$ cat src/rtl/approx_err_pkg.sv
// approx_err_pkg: shared state type, default widths and saturating add for the error monitor
package approx_err_pkg;
  typedef enum logic [1:0] {IDLE, RUN, DRAIN, DONE} state_t;
  localparam int WIDTH_D = 16;
  localparam int CNT_W_D = 32;
  localparam int ACC_W_D = WIDTH_D + 1 + CNT_W_D;
  // w-bit saturating add carried in 64 bits; callers keep w below 64
  function automatic logic [63:0] sat_add(input logic [63:0] a, input logic [63:0] b, input int w);
    logic [64:0] s;
    logic [63:0] lim;
    s = {1'b0, a} + {1'b0, b};
    lim = (64'd1 << w) - 64'd1;
    return (s > {1'b0, lim}) ? lim : s[63:0];
  endfunction
endpackage

$ cat src/rtl/approx_err_monitor_ed_calc.sv
// ed_calc: unsigned error distance |exact - approx|
module ed_calc
  import approx_err_pkg::*;
#(
  parameter int W = WIDTH_D + 1
) (
  input  logic [W-1:0] exact,
  input  logic [W-1:0] approx,
  output logic [W-1:0] ed
);
  assign ed = (exact > approx) ? exact - approx : approx - exact;
endmodule

$ cat src/rtl/approx_err_monitor.sv
// approx_err_monitor: per-run error statistics (sum ED, worst ED, error count) for an approximate adder
module approx_err_monitor
  import approx_err_pkg::*;
#(
  parameter int WIDTH = WIDTH_D,
  parameter int CNT_W = CNT_W_D,
  parameter int ACC_W = WIDTH + 1 + CNT_W
) (
  input  logic             clk,
  input  logic             rst_n,
  input  logic             start,
  input  logic [CNT_W-1:0] num_samples,
  input  logic             in_valid,
  output logic             in_ready,
  input  logic [WIDTH-1:0] in1,
  input  logic [WIDTH-1:0] in2,
  input  logic [WIDTH:0]   approx_sum,
  output logic             busy,
  output logic             done,
  output logic [ACC_W-1:0] err_sum,
  output logic [WIDTH:0]   max_ed,
  output logic [CNT_W-1:0] err_count,
  output logic [CNT_W-1:0] sample_count
);
  state_t state, state_nx;
  logic [CNT_W-1:0] tgt;
  logic [WIDTH:0] s1_exact, s1_approx, ed, s2_ed;
  logic s1_v, s2_v, xfer, last, start_ok;
  assign xfer = in_valid && in_ready;
  assign last = xfer && (sample_count + CNT_W'(1) == tgt);
  assign start_ok = start && (state == IDLE || state == DONE);
  always_ff @(posedge clk or negedge rst_n)
    if (!rst_n) state <= IDLE;
    else state <= state_nx;
  // DRAIN ends once stage 1 is empty: the last ED accumulates on that same edge
  always_comb begin
    state_nx = state;
    case (state)
      IDLE, DONE: state_nx = start ? RUN : state;
      RUN:        state_nx = (last || sample_count == tgt) ? DRAIN : RUN;
      DRAIN:      state_nx = s1_v ? DRAIN : DONE;
      default:    state_nx = IDLE;
    endcase
  end
  always_comb begin
    in_ready = (state == RUN) && (sample_count < tgt);
    busy = (state == RUN) || (state == DRAIN);
    done = state == DONE;
  end
  ed_calc #(.W(WIDTH + 1)) u_ed (.exact(s1_exact), .approx(s1_approx), .ed(ed));
  always_ff @(posedge clk or negedge rst_n)
    if (!rst_n) begin
      s1_v <= 1'b0;
      s1_exact <= '0;
      s1_approx <= '0;
      s2_v <= 1'b0;
      s2_ed <= '0;
    end else begin
      s1_v <= xfer;
      s1_exact <= {1'b0, in1} + {1'b0, in2};
      s1_approx <= approx_sum;
      s2_v <= s1_v;
      s2_ed <= ed;
    end
  always_ff @(posedge clk or negedge rst_n)
    if (!rst_n) begin
      tgt <= '0;
      sample_count <= '0;
      err_sum <= '0;
      max_ed <= '0;
      err_count <= '0;
    end else if (start_ok) begin
      tgt <= num_samples;
      sample_count <= '0;
      err_sum <= '0;
      max_ed <= '0;
      err_count <= '0;
    end else begin
      if (xfer) sample_count <= sample_count + CNT_W'(1);
      if (s2_v) begin
        err_sum <= ACC_W'(sat_add(64'(err_sum), 64'(s2_ed), ACC_W));
        max_ed <= (s2_ed > max_ed) ? s2_ed : max_ed;
        err_count <= err_count + CNT_W'(s2_ed != '0);
      end
    end
endmodule

$ cat config.mk
export PLATFORM = sky130hd
export DESIGN_NAME = approx_err_monitor
export DESIGN_NICKNAME = d
export VERILOG_FILES = /design/src/rtl/approx_err_pkg.sv /design/src/rtl/approx_err_monitor_ed_calc.sv /design/src/rtl/approx_err_monitor.sv
export SDC_FILE = /design/constraint.sdc
export NUM_CORES = 1
export LEC_CHECK = 0
export ABC_AREA = 1
export CAP_MARGIN = 15
export CELL_PAD_IN_SITES_DETAIL_PLACEMENT = 0
export CELL_PAD_IN_SITES_GLOBAL_PLACEMENT = 1
export CORE_UTILIZATION = 37
export DETAILED_ROUTE_END_ITERATION = 10
export HOLD_SLACK_MARGIN = 0.06
export PLACE_DENSITY_LB_ADDON = 0.1
export SLEW_MARGIN = 5
export SYNTH_ARGS = -nofsm -noshare
export SYNTH_HDL_FRONTEND = slang
export SYNTH_HIERARCHICAL = 1
export SYNTH_SLANG_ARGS = --single-unit
$ cat constraint.sdc
create_clock -name clk -period 2.5 [get_ports clk]
set_input_delay 0.5 -clock clk [delete_from_list [all_inputs] [get_ports clk]]
set_output_delay 0.5 -clock clk [all_outputs]
set_load 0.05 [all_outputs]
==> metrics.md <==
| Metric | Value |
|---|---|
| Status | complete, but fails checks |
| Failing checks | setup timing |
| Via count | 16600 |
| Avg Vias per Cell | 5.01 |
| Final setup fails | 18 |
| Power Total | 0.0222 W |
| DP Worst Slack | -0.429 ns |
| Initial antenna violation count | 0 |
| Max-cap violations | 0 |
| Power per cell area | 953 mW/mm² |
| Area of the multi-input gates | 0.0101 mm² |
| Iter 0 DRT Violations | 913 |
| Most Frequent Cell on Critical Path | nor2_1 |
| Gr ovfl total | 0 |
| Rows | 75 |
| Number of synthesized flops with an enable pin | 0 |
| All-Layer GR Usage | 24.4% |
| Arrival time worst endpoint | 3.21 ns |
| Main synth FF type | dfrtp_1 |
| Max Buffers Root-to-Sink | 3 |
| FFs w/ async S/R, synth | 100% |
| Most frequent cells in the layout | nand2_1 (590), inv_1 (287), buf_4 (276), clkdlybuf4s50_1 (205), dfrtp_1 (202) |
| Setup_tns | -2.15 ns |
| # diodes | 0 |
| TritonRoute pass-1 iters | 5 |
| Clock transition at path regs | 0.06 ns |
| Clock Skew | 0.0175 ns |
| Netlist Area Pre-Place | 0.0157 mm² |
| DR DRC count | 0 |
| Most common cell after layout, fill and taps aside | nand2_1 |
| Yosys cell types | 56 |
| IO Pins | 218 |
| Seq cells post-synth | 217 |
| Final Routed Wirelength | 54000 µm |
| Worst path max stage delay | 0.39 ns |
| Final Hold Fails | 0 |
| CP delay by family, top | simple AND/OR/NAND/NOR gates |
| Layout cells sized above 1 | 24.6% |
| Remaining antenna violation count | 0 |
| Vias in the first global route | 16300 |
| Critical Path RT | 2.98 ns |
| Leakage power total | 11.2 nW |
| Starting density of the core | 37.5% |
| Worst hold slack | 0.376 ns |
| Area Overhead vs Synth | 48.1% |
| CTS root buf | clkbuf_16 |
| Worst path slowest cell | dfrtp_1 |
| Final nets | 2959 |
| Core footprint | 0.0419 mm² |
| Yosys warning total | 6 |
| Reg area | 0.00545 mm² |
| Final Critical Period | 2.72 ns |
| Gate Count Post-Synth | 2227 |
| Worst slew margin | 56.1% |
| Worst vdd ir | 0.699 mV |
| Least-Margin Pin Slew | 0.658 ns |
| Critical path class | reg2reg |
| Area of the die | 0.0433 mm² |
| FILL cells | 3968 |
| Clock sink count | 217 |
| Max Clock Freq | 367 MHz |
| Hpwl dp | 41200 µm |
| CP bufs+invs | 1 |
| Number of CTS-inserted buffers | 27 |
| Tcrit/Tclk final | 109% |
| GPL Wtd Cong | 0.911 |
| RSZ-0062 raised after global routing | yes |
| Post-Syn Area per Cell | 7.05 µm² |
| Sequential area share after synthesis | 34.6% |
| Largest net degree at the start of global routing | 65 |
| Die Span Y | 208 µm |
| Net Count, Synth | 2437 |
| TritonCTS clock tree | built |
| HP Class | reg2reg |
| WL/cell | 16.4 µm |
| H-tree levels | 1 |
| Clock Latency Late Sink | 0.56 ns |
| Critical path fanouts, max | 4 |
| Cell Chain, Critical Path | inv_2 -> nand4_1 -> nor3_2 -> nand4_1 -> ha_2 -> ha_4 -> nand3_4 -> nor2_4 -> nand2_2 -> nor3_4 -> nand2_2 -> nor2_4 -> nand3_4 -> nor3_4 -> nand4_4 -> or2_1 -> nor2_1 -> nor2_1 -> nor2_1 |
| I/O Buffers | 217 |
| Slew Viols, Final | 0 |
| First-pass GRT wire length | 84700 µm |
| Element type at the critical path end | flip-flop |
| Final critical-path setup slack | -0.223 ns |
| Die W | 208 µm |
| Worst setup SP type | flip-flop |
## worst register-to-register path, delay by kind of cell (launching register included)
family | cells | cell delay, ns
simple gates | 16 | 1.81
fa+ha+maj | 2 | 0.39
flops | 1 | 0.39
buf+inv | 1 | 0.05
## cell usage after synthesis (3+ instances only)
cell        n  area [µm²]
o21a_1      3        22.5
inv_2       6        22.5
nand4_1    43         269
dfrtp_1   217        5430
fa_1        4        80.1
nor3b_1     3        22.5
o21ai_1     8        40.0
a21oi_1   109         546
nor2_2      6        37.5
o31ai_1     6        45.0
clkbuf_2    3        15.0
nor3_1     40         200
nor2_1    172         646
xnor2_1    17         149
nand3_1   137         686
nor3_2      5        50.1
clkbuf_1   21        78.8
ha_1      121        1510
nor2_4      5        56.3
buf_1       5        18.8
inv_1     321        1200
o21ai_0   151         756
o22ai_1    38         238
nand3_2     4        40.0
nor3_4      3        48.8
nand2_2     9        56.3
buf_2       8        40.0
a31oi_1     4        25.0
buf_4       4        30.0
xor2_1     53         464
a21o_1      9        67.6
nor4_1     17         106
nand2_1   642        2410
## worst paths after layout
check	start	end	slack, ns	cells after the start
setup / recovery	s2_ed[14]	err_count[24]	-0.22	19
min in group asynchronous	rst_n	err_sum[39]	0.49	2
hold / removal	s1_v	s2_v	0.38	0
setup reg to reg	s2_ed[14]	err_count[24]	-0.22	19
hold reg to reg	s1_v	s2_v	0.38	0
max in group asynchronous	rst_n	sample_count[7]	1.28	3
## cell type report
type	instances	share of cell area (%)
clock buffer	35	3.21
inverter	328	5.34
tap	539	2.90
multi-input combinational	1640	43.3
clock inverter	11	0.802
sequential	217	23.4
timing repair buffer	535	21.0
## sequential cells by signal, indices dropped and copies added, names as in the netlist
| signal | flops |
|---|---|
| err_sum | 49 |
| err_count | 32 |
| sample_count | 32 |
| tgt | 32 |
| max_ed | 17 |
| s1_approx | 17 |
| s1_exact | 17 |
| s2_ed | 17 |
| state | 2 |
| s1_v | 1 |
| s2_v | 1 |
## per-stage QoR
stage	util, %	std cells	cell area, µm²
after global routing	55.6	3305	23300
after CTS	52.2	3273	21900
after floorplan	-	2227	15700
after global placement	48.5	3189	20300
after detailed placement	48.5	3189	20300
final	55.6	3305	23300
## where the power goes
group          switching (W)  internal [W]  total [W]  leakage, nW
clock network        0.00160       0.00260    0.00419        0.457
registers           0.000793       0.00428    0.00507         2.57
logic                0.00737       0.00553     0.0129         8.18
total                0.00975        0.0124     0.0222         11.2
## layer usage
metal	part of all wire (%)	up-vias	track usage [%]	wire length, µm
met3	4.3	95	3.09	2300
met1	46	7759	33.3	25100
met2	46	405	40.5	25000
met4	3.0	0	6.79	1640
met5	0	-	0	0
li1	-	8310	-	-
## what timing repair did
item                       4_1_cts  5_1_grt
gates cloned                     0        3
resized for setup              102      329
buffers inserted                38       37
pin swaps                       24       82
hold endpoints to repair        54        0
hold buffers                     1        0
setup endpoints to repair       66      119
## cells by family after synthesis
family	synth area share, %
adder cells (fa/ha/maj)	10.2
AND/OR/NAND/NOR	30.3
buffers and inverters	9.08
flip-flops	34.6
AO/OA/AOI/OAI	12.0
XOR/XNOR	3.91
Power figures use the tool's default switching activity.
